[config.mk]
export PLATFORM = sky130hd
export DESIGN_NAME = rotation_amount_finder
export DESIGN_NICKNAME = d
export VERILOG_FILES = /design/src/rtl/rotation_amount_finder.sv
export SDC_FILE = /design/constraint.sdc
export NUM_CORES = 1
export LEC_CHECK = 0
export ABC_AREA = 1
export BUFFER_PORTS_ARGS = -buffer_cell sky130_fd_sc_hd__buf_2
export CORE_AREA = 5 5 49 51
export CTS_CLUSTER_DIAMETER = 60
export DETAILED_ROUTE_END_ITERATION = 12
export DIE_AREA = 0 0 54 56
export PLACE_DENSITY = 0.72
export SLEW_MARGIN = 10
export SYNTH_ARGS = -nofsm -noshare
export SYNTH_HDL_FRONTEND = slang
export SYNTH_SLANG_ARGS = --single-unit
[constraint.sdc]
create_clock -name clk -period 1.6 [get_ports clk]
set_input_delay 0.32 -clock clk [delete_from_list [all_inputs] [get_ports clk]]
set_output_delay 0.32 -clock clk [all_outputs]
set_load 0.05 [all_outputs]
[src/rtl/rotation_amount_finder.sv]
// Multi-cycle rotation-count search: rotates a latched operand one position per
// clock and reports the smallest count that reproduces the latched target.
module rotation_amount_finder #(
  parameter int WIDTH = 4,
  parameter int CNT_W = 2
) (
  input  logic             clk,
  input  logic             rst,
  input  logic             start,
  input  logic [WIDTH-1:0] orig,
  input  logic [WIDTH-1:0] target,
  input  logic             dir,
  output logic             busy,
  output logic             done,
  output logic             found,
  output logic [CNT_W-1:0] cnt,
  output logic [1:0]       dbg_state
);

  // Handshake: start is sampled only while idle; busy covers SEARCH and DONE;
  // done is a one-cycle pulse and found/cnt remain valid until the next accepted start.
  typedef enum logic [1:0] {
    IDLE   = 2'd0,
    SEARCH = 2'd1,
    DONE   = 2'd2
  } state_t;

  localparam logic [CNT_W-1:0] STEP_MAX = CNT_W'(WIDTH - 1);

  state_t           r_state, w_state_nxt;
  logic [WIDTH-1:0] r_data, w_data_nxt;
  logic [WIDTH-1:0] r_tgt, w_tgt_nxt;
  logic             r_dir, w_dir_nxt;
  logic [CNT_W-1:0] r_step, w_step_nxt;
  logic [CNT_W-1:0] r_cnt, w_cnt_nxt;
  logic             r_found, w_found_nxt;
  logic             r_busy, r_done;
  logic [WIDTH-1:0] w_rot;

  assign w_rot = r_dir ? {r_data[0], r_data[WIDTH-1:1]}
                       : {r_data[WIDTH-2:0], r_data[WIDTH-1]};

  always_comb begin
    w_state_nxt = r_state;
    w_data_nxt  = r_data;
    w_tgt_nxt   = r_tgt;
    w_dir_nxt   = r_dir;
    w_step_nxt  = r_step;
    w_cnt_nxt   = r_cnt;
    w_found_nxt = r_found;
    case (r_state)
      IDLE: begin
        if (start) begin
          w_data_nxt  = orig;
          w_tgt_nxt   = target;
          w_dir_nxt   = dir;
          w_step_nxt  = '0;
          w_state_nxt = SEARCH;
        end
      end
      SEARCH: begin
        // Step 0 is compared first, so the first hit is the minimal count.
        if (r_data == r_tgt) begin
          w_found_nxt = 1'b1;
          w_cnt_nxt   = r_step;
          w_state_nxt = DONE;
        end else if (r_step == STEP_MAX) begin
          w_found_nxt = 1'b0;
          w_cnt_nxt   = '0;
          w_state_nxt = DONE;
        end else begin
          w_data_nxt = w_rot;
          w_step_nxt = r_step + 1'b1;
        end
      end
      DONE: w_state_nxt = IDLE;
      default: w_state_nxt = IDLE;
    endcase
  end

  always_ff @(posedge clk or negedge rst) begin
    if (!rst) begin
      r_state <= IDLE;
      r_data  <= '0;
      r_tgt   <= '0;
      r_dir   <= 1'b0;
      r_step  <= '0;
      r_cnt   <= '0;
      r_found <= 1'b0;
      r_busy  <= 1'b0;
      r_done  <= 1'b0;
    end else begin
      r_state <= w_state_nxt;
      r_data  <= w_data_nxt;
      r_tgt   <= w_tgt_nxt;
      r_dir   <= w_dir_nxt;
      r_step  <= w_step_nxt;
      r_cnt   <= w_cnt_nxt;
      r_found <= w_found_nxt;
      r_busy  <= (w_state_nxt != IDLE);
      // The pulse lands in the cycle after DONE, one edge after the result registers.
      r_done  <= (r_state == DONE);
    end
  end

  assign busy      = r_busy;
  assign done      = r_done;
  assign found     = r_found;
  assign cnt       = r_cnt;
  assign dbg_state = r_state;

endmodule

# Word level (Yosys, flattened, before mapping)
# Cells that the tools add are included.
[totals] mem_bits_rw=0 memories=0 latch_bits=0 out_inout_bits=7 ff_bits=18 romBits=0 inputBits=12 elab_cells=41
[classes] div=0 bitwise=0 addsub=1 reduce_logical=7 multipliers=0 n_lt_le_gt_ge=0 n_eq_ne=7 n_mux=17 shifts=0
[op_table] cell="$mux 2" n=8
[op_table] cell="$mux 4" n=4
[op_table] cell="$pmux 2 s2" n=2
[op_table] cell="$pmux 4 s2" n=1
[op_table] cell="$ne 2x2->1 const B" n=3
[op_table] cell="$reduce_bool 2->1" n=3
[op_table] cell="$eq 2x2->1 const B" n=2
[op_table] cell="$eq 4x4->1" n=1
[op_table] cell="$reduce_and 2->1" n=2
[op_table] cell="$reduce_and 4->1" n=1
[op_table] cell="$add 2x1->2 const B" n=1
[op_table] cell="$eq 2x1->1 const B" n=1
[op_table] cell="$logic_not 2->1" n=1
[op_table] cell="$mux 1" n=2

# Longest topological paths before layout
# Gate-level depths: netlist of the first run.
[logic_depth] depth_word=5 mapped_depth=8 depth_no_buf=8

# Worst setup path before layout of the first run
# Ideal clock, no wire load.
[synth_timing] kind="reg-to-reg" startpoint="reg r_state[1] (netlist: dbg_state[1])" endpoint="reg r_cnt[0] (netlist: cnt[0])" path_slack_ns=0.207 stages_incl_launch_ff=8 arrival_time_ns=1.273 n_path_buf=0 required_time_ns=1.480 path_cell_list="dfrtp_1 inv_1 nand2_2 inv_2 nand3_4 clkinv_1 nand2_1 nand2_1"
[synth_between] elab_chain_cells=2
[synth_lines] element="start: declaration" line="30" rtl="state_t r_state, w_state_nxt;"
[synth_lines] element="start signal: assignment" line="93" rtl="r_state <= w_state_nxt;"
[synth_lines] element="$eq 2x1->1" line="51" rtl="case (r_state)"
[synth_lines] element="$reduce_and 2->1 (no source line)"
[synth_lines] element="end signal: assignment" line="98" rtl="r_cnt <= w_cnt_nxt;"
[synth_lines] element="end: declaration" line="35" rtl="logic [CNT_W-1:0] r_cnt, w_cnt_nxt;"
# Every way passes these cells.
# A chain may end at the register's enable or synchronous reset.

# Worst setup path in the final report of the first run
[layout_timing] startpoint="reg r_state[0] (netlist: dbg_state[0])" endpoint="reg r_step[1]"
[layout_between] elab_chain_cells=3 word_cells_on_any_way=8
[layout_lines] element="$eq 2x1->1 / $logic_not 2->1 (equally long branches)" line="51"
[layout_lines] element="$ne 2x2->1 (no source line) / $reduce_bool 2->1 (equally long branches)"
[layout_lines] element="$reduce_and 4->1 (no source line)"
[layout_lines] element="end signal: assignment" line="97" rtl="r_step <= w_step_nxt;"
[layout_lines] element="end: declaration" line="34" rtl="logic [CNT_W-1:0] r_step, w_step_nxt;"
# Several ways; a longest one is shown, not always the timed one.

==> impl_summary.log, run 1 <==
INFO  metric synthesis.nets = 125
INFO  metric synth_top_cell_area_share = 48.9%
INFO  metric finalHoldViolations = 0
INFO  metric post_cts_setup_buffers = 0
INFO  metric hold_path.startpoint = dir
INFO  metric core_area = 1900 um2
INFO  metric initialDrtViolationCount = 15
INFO  metric power.switching = 1.27 mW
INFO  metric num_ports = 19
INFO  metric wire_length_of_the_first_global_routing_pass = 3390 um
INFO  metric drt_drc_violations_left = 0
INFO  metric design.final.nets = 147
INFO  metric holdPathEnd = r_dir
INFO  metric die_width = 54 um
INFO  metric relSlewSlack = 74.3%
INFO  metric p_sw_share = 50.6%
INFO  metric critPathRequiredTime = 1.84 ns
INFO  metric numCtsBuffers = 3
INFO  metric clkLatencyLatePin = 0.30 ns
INFO  metric root_buffer = clkbuf_4
INFO  metric fin_setup_tns = 0 ns
INFO  metric setup_viol = 0
INFO  metric yosysWarningCount = 0
INFO  metric routed_wl = 1910 um
INFO  metric gp_congestion = 0.804
INFO  metric synth_sequential_area_ratio = 48.9%
INFO  metric clock_sink_count = 18
INFO  metric power_report.internal_total = 1.24 mW
INFO  metric final_design_area_no_fill = 1080 um2
INFO  metric rsz0062_at_grt = no
INFO  metric worstPathBufferInverterCount = 0
INFO  metric floorplan.die_area = 3020 um2
INFO  metric final_core_utilization = 56.9%
INFO  metric wl_met1 = 897 um
INFO  metric drt_pre_antenna_iters = 6
INFO  metric post_cts_resized = 0
INFO  metric max_clock_freq = 0.749 GHz
INFO  metric detail_route.vias_per_cell = 4.89
INFO  metric antenna_violations_before_repair = 0
INFO  metric finalClockSkew = 0.00978 ns
INFO  metric crit_path_start_kind = flop
INFO  metric worstMarginPinSlew = 0.383 ns
INFO  metric power_density = 2330 nW/um2
INFO  metric timing.final.crit_period = 1.33 ns
INFO  metric critical_path.reg2reg.endpoint = r_step[1]
INFO  metric worstHoldPathCells = 2
INFO  metric met2RoutedLength = 900 um
INFO  metric timing.hold.ws = 0.240 ns
INFO  metric synthesis.area_per_instance = 8.22 um2
INFO  metric clk_pin_slew_worst_paths = 0.11 ns
INFO  metric cp_cell_sequence = nor2_1, nand2_2, o21ai_1, nand4_1, nand2_1
INFO  metric port_buffers = 18
INFO  metric worstPathArrival = 1.57 ns
INFO  metric clock_tree.htree_level_count = 1
INFO  metric synthDominantAreaCellType = dfrtp_1
INFO  metric antenna_cells = 0
INFO  metric row_count = 16
INFO  metric height_of_the_die = 56 um
INFO  metric timing.critical_path.slowest_cell_delay = 0.42 ns
INFO  metric clockPowerShare = 11.4%
INFO  metric overflow = 0
INFO  metric sequentialPowerShare = 33.8%
INFO  metric reg2reg_setup_slack = 0.27 ns
INFO  metric globalRouteTotalUtil = 15.1%
INFO  metric worstRegToRegCells = 5
INFO  metric filler_cell_count = 184
INFO  metric yosys_register_bits = 18
INFO  metric hpwlAfterDp = 1420 um
INFO  metric final_max_slew_viol_count = 0
INFO  metric slowest_stage = dfrtp_1
INFO  metric crit_path_max_fanout = 17
INFO  metric power.leakage = 0.590 nW
INFO  metric syn-cell-area = 921 um2
INFO  metric ratio_of_cells_with_drive_above_1_in_the_final_layout = 29.3%
INFO  metric timing.rr.start = dbg_state[0]
INFO  metric grt_max_degree = 19
INFO  metric power.share.combinational = 54.9%
INFO  metric max_root_sink_buffers = 2
INFO  metric clock_tree_from_tritoncts = yes
INFO  metric detail_route.wl_per_cell = 11.9 um
INFO  metric drt.antenna.violating_nets = 0
INFO  metric yosys.cell_types.count = 20
INFO  metric initial_utilization = 48.4%
INFO  metric postSynthCellCount = 112
INFO  metric max_cap_viol_count = 0
INFO  metric post_synthesis_to_final_layout_area_growth = 17.5%
INFO  metric status = finished, final reports clean
INFO  metric path_delay_family = simple AND/OR/NAND/NOR gates
INFO  metric ys_top_cells_by_area = dfrtp_1 (49%), nand2_1 (14%), nand3_1 (6.5%)
INFO  metric timing.critical_path.to_type = flop
INFO  metric placed_area = 1040 um2
INFO  metric timing.final.crit_share = 83.4%
INFO  metric wl_met3 = 71 um
INFO  metric top_signal_layer_used = met4
INFO  metric route.vias.total = 783
INFO  metric grt_pass1_vias = 785
INFO  metric hold_path_class = input port to flop
INFO  metric timing_worst_setup_path_type = flop to flop
INFO  metric vdd.ir_drop.worst = 0.000953 V
per-stage QoR:
step	setup slack, ns	instances	power, mW
floorplan	0.207	112	1.95
global placement	0.326	155	2.20
detailed placement	0.276	155	2.25
CTS	0.261	160	2.54
global route	0.101	160	2.75
finish	0.265	160	2.52
worst max path at each step:
stage                 to         start  depth (start not counted)  slack [ns]
2_1_floorplan     cnt[0]  dbg_state[1]                          7        0.21
3_3_place_gp   r_step[1]  dbg_state[0]                          5        0.33
3_5_place_dp   r_step[1]  dbg_state[0]                          5        0.28
4_1_cts        r_step[1]  dbg_state[0]                          5        0.26
5_1_grt        r_data[0]  dbg_state[0]                          5        0.10
6_report       r_step[1]  dbg_state[0]                          5        0.27
layout make-up:
class | count | area, um2 | share of cell area (%)
tap | 27 | 33.8 | 3.12
clock buffer | 4 | 36.3 | 3.35
inverter | 13 | 48.8 | 4.51
multi-input combinational | 79 | 413 | 38.2
sequential | 18 | 450 | 41.6
timing repair buffer | 19 | 100 | 9.25
worst reg2reg max path: stages (launching register included):
cell and delay, ns:
dfrtp_1 0.42, nor2_1 0.14, nand2_2 0.21, o21ai_1 0.30
nand4_1 0.14, nand2_1 0.08
timing repair:
item	in CTS	in global routing
hold buffers	1	0
endpoints found under the hold margin	18	0
setup endpoints to repair	0	0
power groups by stage:
stage | Clock [mW] | Sequential [mW] | Combinational, mW
CTS | 0.296 | 0.849 | 1.40
global placement | 0 | 0.842 | 1.36
floorplan | 0 | 1.03 | 0.920
finish | 0.286 | 0.850 | 1.38
detailed placement | 0 | 0.858 | 1.39
global route | 0.310 | 0.877 | 1.56
logic make-up after synthesis:
group | Yosys count | share of synthesized area, %
buf+inv | 15 | 6.25
flops | 18 | 48.9
fa+ha+maj | 1 | 1.36
simple gates | 68 | 36.3
mux | 1 | 1.22
compound gates | 9 | 5.98
per-layer routing:
layer | vias up | global-route usage, %
met5 | - | 0
met4 | 0 | 7.47
met3 | 5 | 2.41
met2 | 18 | 22.8
met1 | 361 | 20.3
li1 | 399 | -
registers in the layout, indices dropped and copies added (netlist names):
| signal | count |
|---|---|
| r_dir | 1 |
| found | 1 |
| r_step | 2 |
| r_data | 4 |
| done | 1 |
| busy | 1 |
| r_tgt | 4 |
| dbg_state | 2 |
| cnt | 2 |
cells in the final DEF, fill, tap and decap left out:
master | netlist | final
nand4_1 | 1 | 1
o211ai_1 | 4 | 4
nand2_2 | 7 | 7
nand3b_1 | 2 | 2
clkbuf_4 | 0 | 3
nand2_4 | 1 | 1
ha_1 | 1 | 1
nand2_1 | 34 | 34
dlygate4sd3_1 | 0 | 1
nand3_4 | 1 | 1
o21ai_1 | 1 | 1
nor2_4 | 2 | 2
inv_2 | 5 | 5
nand3_1 | 12 | 12
nor2_1 | 8 | 8
clkinv_1 | 1 | 1
a21oi_1 | 4 | 4
dfrtp_1 | 18 | 18
clkbuf_8 | 0 | 1
inv_1 | 7 | 7
buf_2 | 1 | 18
mux2_2 | 1 | 1
cells in the mapped netlist, drive strengths merged:
master and number:
mux2 1, nand3 13, clkinv 1, buf 1
o21ai 1, nor2 10, o211ai 4, nand3b 2
dfrtp 18, nand2 42, clkbuf 1, inv 12
a21oi 4, ha 1, nand4 1
Power figures use the tool's default switching activity.
==> run 2: changes to the inputs <==
- clock period: 1.6 -> 1.23 ns (I/O delays scaled with it)
==> impl_summary.log, run 2 (synthesis results as in run 1) <==
INFO  metric status = finished, final reports clean
INFO  metric globalRouteTotalUtil = 14.5% (-0.57 points)
INFO  metric vdd.ir_drop.worst = 0.00120 V (+26%)
INFO  metric setup_ws = 0.0473 ns (-0.218 ns)
INFO  metric core_area = 1900 um2 (unchanged)
INFO  metric finalHoldViolations = 0 (unchanged)
INFO  metric ratio_of_cells_with_drive_above_1_in_the_final_layout = 38.3% (+9.0 points)
INFO  metric timing_worst_setup_path_type = flop to output port
INFO  metric path_delay_family = flip-flops
INFO  metric die_width = 54 um (unchanged)
INFO  metric num_ports = 19 (unchanged)
INFO  metric hold_path.startpoint = dir
INFO  metric placed_area = 1070 um2 (+3.1%)
INFO  metric holdPathEnd = r_dir
INFO  metric relSlewSlack = 72.9% (-1.4 points)
INFO  metric hold_path_class = input port to flop
INFO  metric max_clock_freq = 0.846 GHz
INFO  metric route.vias.total = 798 (+1.9%)
INFO  metric detail_route.wl_per_cell = 11.0 um (-7.7%)
INFO  metric antenna_cells = 0 (unchanged)
INFO  metric port_buffers = 18 (unchanged)
INFO  metric cp_cell_sequence = buf_2
INFO  metric drt_pre_antenna_iters = 4 (-2)
INFO  metric worstPathArrival = 0.94 ns (-0.63 ns)
INFO  metric max_cap_viol_count = 0 (unchanged)
INFO  metric final_design_area_no_fill = 1160 um2 (+7.2%)
INFO  metric design.final.nets = 155 (+5.4%)
INFO  metric height_of_the_die = 56 um (unchanged)
INFO  metric timing.critical_path.to_type = output port
INFO  metric floorplan.die_area = 3020 um2 (unchanged)
INFO  metric max_root_sink_buffers = 2 (unchanged)
INFO  metric placedCellCount = 159 (+2.6%)
INFO  metric setup_viol = 0 (unchanged)
INFO  metric timing.rr.start = r_data[1]
INFO  metric antenna_violations_before_repair = 0 (unchanged)
INFO  metric grt_max_degree = 19 (unchanged)
INFO  metric gp_congestion = 0.771 (-4.1%)
INFO  metric clock_tree_from_tritoncts = yes
INFO  metric overflow = 0 (unchanged)
INFO  metric critPathRequiredTime = 0.98 ns (-0.86 ns)
INFO  metric root_buffer = clkbuf_4
INFO  metric clkLatencyLatePin = 0.29 ns (about the same)
INFO  metric placement.setup.worst_slack = -0.00906 ns (-0.285 ns)
INFO  metric drt.antenna.violating_nets = 0 (unchanged)
INFO  metric final_max_slew_viol_count = 0 (unchanged)
INFO  metric power_density = 3020 nW/um2 (+30%)
INFO  metric worstMarginPinSlew = 0.406 ns (+0.0232 ns)
INFO  metric clk_pin_slew_worst_paths = 0.11 ns (about the same)
INFO  metric initialDrtViolationCount = 14 (-1)
INFO  metric hpwlAfterDp = 1400 um (-2.0%)
INFO  metric timing.final.crit_share = 96.2%
INFO  metric fin_setup_tns = 0 ns (unchanged)
INFO  metric timing.critical_path.slowest_cell_delay = 0.39 ns (-0.03 ns)
INFO  metric finalClockSkew = 0.00916 ns (-0.000616 ns)
INFO  metric largest_registers = r_data x4, r_tgt x4
INFO  metric crit_path_max_fanout = 3 (-14)
INFO  metric worstRegToRegCells = 8 (+3)
INFO  metric initial_utilization = 48.4% (unchanged)
INFO  metric grt_pass1_vias = 729 (-7.1%)
INFO  metric wire_length_of_the_first_global_routing_pass = 3280 um (-3.0%)
INFO  metric row_count = 16 (unchanged)
INFO  metric numCtsBuffers = 3 (unchanged)
INFO  metric final_cell_mix = nand2_1 (34), buf_2 (17), dfrtp_1 (15)
INFO  metric drt_drc_violations_left = 0 (unchanged)
INFO  metric routed_wl = 1850 um (-3.0%)
INFO  metric crit_path_start_kind = flop
INFO  metric clock_sink_count = 18 (unchanged)
INFO  metric reg2reg_setup_slack = 0.05 ns (-0.22 ns)
INFO  metric layout_commonest_cell = nand2_1
INFO  metric worstPathBufferInverterCount = 1 (+1)
INFO  metric clock_tree.htree_level_count = 1 (unchanged)
INFO  metric worstHoldPathCells = 2 (unchanged)
INFO  metric power.leakage = 0.633 nW (+7.4%)
INFO  metric critical_path.reg2reg.endpoint = r_step[1]
INFO  metric slowest_stage = dfrtp_2
INFO  metric timing.final.crit_period = 1.18 ns
INFO  metric totalPowerFinal = 3.50 mW (+39%)
INFO  metric detail_route.vias_per_cell = 4.75 (-2.9%)
INFO  metric final-instance-count-excl-fill = 168 (+5.0%)
INFO  metric post_synthesis_to_final_layout_area_growth = 26.0%
INFO  metric rsz0062_at_grt = yes
[run 2: cell count changes in the layout (fill, tap and decap cells not counted), sizes merged]
cell / previous run / this run
buf: 18 / 26
inv: 12 / 13
clkinv: 1 / 0
[run 2: area by class of cell]
class	count	area, um2
clock buffers	4	36.3
fillers	174	742
inverters	13	48.8
multi-input cells	79	424
flip-flops and latches	18	454
well taps	27	33.8
repair buffers	27	163
[run 2: timing repair]
| item | 4_1_cts | 5_1_grt |
|---|---|---|
| hold endpoints to repair | 18 | 0 |
| resized for setup | 2 | 5 |
| hold buffers | 1 | 0 |
| endpoints found under the setup margin | 5 | 10 |
| setup buffers | 0 | 4 |
[run 2: routing by layer]
layer / routed length (um) / global-route usage [%] / share of wire (%) / up-vias
met1: 871 / 19.9 / 47 / 365
met5: 0 / 0 / 0 / -
met3: 95 / 2.41 / 5.1 / 2
li1: - / - / - / 418
met4: 10 / 6.41 / 0.54 / 0
met2: 876 / 22.0 / 47 / 13
[run 2: worst max path at each step]
stage	startpoint	endpoint	depth (start not counted)
after floorplan	dbg_state[1]	r_step[1]	5
after global placement	r_step[1]	r_step[1]	4
after detailed placement	r_step[1]	r_step[1]	4
after CTS	dbg_state[0]	dbg_state[0]	1
after global routing	r_step[1]	r_step[1]	4
final	dbg_state[1]	dbg_state[1]	1
[run 2: metrics by stage]
stage | utilization [%] | hold WS, ns
6_report | 61.0 | 0.175
5_1_grt | 61.0 | 0.184
4_1_cts | 58.9 | 0.168
3_5_place_dp | 56.2 | 0.205
3_3_place_gp | 56.2 | 0.199
2_1_floorplan | - | -0.0496
[run 2: report_power, final]
group | internal (mW) | switching [mW] | leakage [nW] | total (mW)
clock | 0.180 | 0.190 | 0.0210 | 0.370
sequential | 0.872 | 0.229 | 0.215 | 1.10
combinational | 0.750 | 1.28 | 0.397 | 2.03
total | 1.80 | 1.70 | 0.633 | 3.50
==> run 3: changes to the inputs <==
--- a/config.mk
+++ b/config.mk
@@ -9,7 +9,6 @@
 export BUFFER_PORTS_ARGS = -buffer_cell sky130_fd_sc_hd__buf_2
-export CORE_AREA = 5 5 49 51
+export CORE_AREA = 5 5 59 61
 export CTS_CLUSTER_DIAMETER = 60
 export DETAILED_ROUTE_END_ITERATION = 12
-export DIE_AREA = 0 0 54 56
-export PLACE_DENSITY = 0.72
+export DIE_AREA = 0 0 64 66
 export SLEW_MARGIN = 10
--- a/constraint.sdc
+++ b/constraint.sdc
@@ -3,2 +3,2 @@
 set_output_delay 0.246 -clock clk [all_outputs]
-set_load 0.05 [all_outputs]
+set_load 0.005 [all_outputs]
==> impl_summary.log, run 3 (synthesis results as in run 1) <==
INFO  metric height_of_the_die = 66 um (+18%)
INFO  metric ratio_of_cells_with_drive_above_1_in_the_final_layout = 47.9% (+9.6 points)
INFO  metric setup_viol = 0 (unchanged)
INFO  metric drt.antenna.violating_nets = 0 (unchanged)
INFO  metric floorplan.die_area = 4220 um2 (+40%)
INFO  metric numCtsBuffers = 3 (unchanged)
INFO  metric cp-startpoint = r_data[3]
INFO  metric hold_path_class = input port to flop
INFO  metric antenna_cells = 0 (unchanged)
INFO  metric wl_met1 = 1000 um (+15%)
INFO  metric row_count = 20 (+4)
INFO  metric path_delay_family = simple AND/OR/NAND/NOR gates
INFO  metric timing.final.crit_share = 99.8% (+3.7 points)
INFO  metric timing_worst_setup_path_type = flop to flop
INFO  metric power.leakage = 0.640 nW (+1.1%)
INFO  metric max_clock_freq = 0.814 GHz (-3.7%)
INFO  metric num_ports = 19 (unchanged)
INFO  metric hold_path.startpoint = dir
INFO  metric clock_tree.htree_level_count = 1 (unchanged)
INFO  metric antenna_violations_before_repair = 0 (unchanged)
INFO  metric status = finished, final reports clean
INFO  metric worstPathArrival = 1.44 ns (+0.50 ns)
INFO  metric die_width = 64 um (+19%)
INFO  metric worstPathBufferInverterCount = 0 (-1)
INFO  metric grt_pass1_vias = 808 (+11%)
INFO  metric drt_drc_violations_left = 0 (unchanged)
INFO  metric crit_top_cell = nand2_2
INFO  metric top_signal_layer_used = met4
INFO  metric final_max_slew_viol_count = 0 (unchanged)
INFO  metric crit_path_start_kind = flop
INFO  metric slowest_stage = dfrtp_2
INFO  metric grt_max_degree = 19 (unchanged)
INFO  metric clkLatencyLatePin = 0.31 ns (+0.02 ns)
INFO  metric design.final.nets = 154 (-0.65%)
INFO  metric drt_pre_antenna_iters = 4 (unchanged)
INFO  metric initialDrtViolationCount = 29 (+15)
INFO  metric port_buffers = 18 (unchanged)
INFO  metric timing.critical_path.to_type = flop
INFO  metric vdd.ir_drop.worst = 0.00140 V (+17%)
INFO  metric crit_path_max_fanout = 5 (+2)
INFO  metric max_root_sink_buffers = 2 (unchanged)
INFO  metric clk_pin_slew_worst_paths = 0.12 ns (about the same)
INFO  metric wl_met3 = 81 um (-15%)
INFO  metric route.vias.total = 816 (+2.3%)
INFO  metric final_cell_mix = nand2_1 (24), buf_2 (18), dfrtp_1 (16)
INFO  metric overflow = 0 (unchanged)
INFO  metric max_cap_viol_count = 0 (unchanged)
INFO  metric largest_registers = r_data x4, r_tgt x4
INFO  metric met2RoutedLength = 1160 um (+32%)
INFO  metric power_density = 2850 nW/um2 (-5.8%)
INFO  metric clock_tree_from_tritoncts = yes
INFO  metric timing.hold.ws = 0.160 ns (-0.0151 ns)
INFO  metric clock_sink_count = 18 (unchanged)
INFO  metric post_synthesis_to_final_layout_area_growth = 34.4%
INFO  metric fin_setup_tns = 0 ns (unchanged)
INFO  metric layout_commonest_cell = nand2_1
INFO  metric finalClockSkew = 0.00769 ns (-0.00147 ns)
INFO  metric filler_cell_count = 274 (+57%)
INFO  metric worstMarginPinSlew = 0.410 ns (+0.00321 ns)
INFO  metric final_design_area_no_fill = 1240 um2 (+6.7%)
INFO  metric relSlewSlack = 72.7% (-0.21 points)
INFO  metric cp_cell_sequence = nand2_2, nand2_2, nor2_4, nand3_2, nand3_1, nand2_1
INFO  metric core_area = 2930 um2 (+54%)
INFO  metric timing.critical_path.slowest_cell_delay = 0.46 ns (+0.07 ns)
INFO  metric globalRouteTotalUtil = 10.9% (-3.6 points)
INFO  metric finalHoldViolations = 0 (unchanged)
INFO  metric timing.final.crit_period = 1.23 ns (+0.0452 ns)
INFO  metric detail_route.vias_per_cell = 4.72 (-0.70%)
INFO  metric initial_utilization = 31.5% (-17 points)
INFO  metric detail_route.wl_per_cell = 13.2 um (+20%)
INFO  metric critPathRequiredTime = 1.44 ns (+0.46 ns)
INFO  metric root_buffer = clkbuf_4
INFO  metric hpwlAfterDp = 1520 um (+9.2%)
INFO  metric timing.rr.start = r_data[3]
INFO  metric placed_area = 1070 um2 (+0.47%)
INFO  metric gp_congestion = 0.802 (+4.0%)
INFO  metric rsz0062_at_grt = yes
INFO  metric routed_wl = 2280 um (+23%)
INFO  metric wire_length_of_the_first_global_routing_pass = 3580 um (+9.0%)
-- run 3: changes by cell type in the layout (fill, tap and decap cells not counted), moves of 3 or more --
cell	previous run	this run
nand2_2	6	15
nand3_1	12	8
nand2_1	34	24
nand3_2	0	5
buf_4	9	6
-- run 3: what timing repair did --
item | CTS | global route
resized for setup | 2 | 25
gates cloned | 0 | 1
hold buffers | 1 | 0
setup buffers | 0 | 2
hold endpoints to repair | 18 | 0
pin swaps | 0 | 10
endpoints found under the setup margin | 3 | 9
-- run 3: report_power, final --
group	internal, mW	switching (mW)
logic	0.802	1.19
registers	0.869	0.273
clock network	0.181	0.207
-- run 3: worst paths after layout --
check / endpoint / slack [ns] / cells after the start
max in group asynchronous: r_data[3] / 0.54 / 2
worst min register to register: cnt[0] / 0.50 / 2
min in group asynchronous: r_tgt[0] / 0.38 / 2
worst min-delay path: r_dir / 0.16 / 2
worst max-delay path: r_data[1] / 0.002 / 6
worst max register to register: r_data[1] / 0.002 / 6
-- run 3: worst reg2reg max path, delay by kind of cell, from the launching register on --
kind	cells	cell delay (ns)
flops	1	0.46
simple gates	6	0.68
-- run 3: layout make-up --
| class | instances | area, um2 | share of cell area (%) |
|---|---|---|---|
| multi-input combinational | 80 | 510 | 41.3 |
| sequential | 18 | 453 | 36.6 |
| tap | 33 | 41.3 | 3.34 |
| inverter | 13 | 51.3 | 4.15 |
| timing repair buffer | 25 | 145 | 11.7 |
| clock buffer | 4 | 36.3 | 2.93 |
-- run 3: per-stage QoR --
step | setup WS (ns) | utilization, % | std cells | total power, mW
6_report | 0.00214 | 42.3 | 173 | 3.52
5_1_grt | -0.0597 | 42.3 | 173 | 3.84
4_1_cts | 0.0301 | 38.5 | 170 | 3.11
3_5_place_dp | 0.00606 | 36.7 | 165 | 2.71
3_3_place_gp | 0.0349 | 36.7 | 165 | 2.66
2_1_floorplan | 0.104 | - | 112 | 2.24
-- run 3: per-layer routing --
layer	vias up	global-route usage, %
met5	-	0
met4	0	5.97
met3	5	2.55
met2	16	16.7
met1	379	14.1
li1	416	-
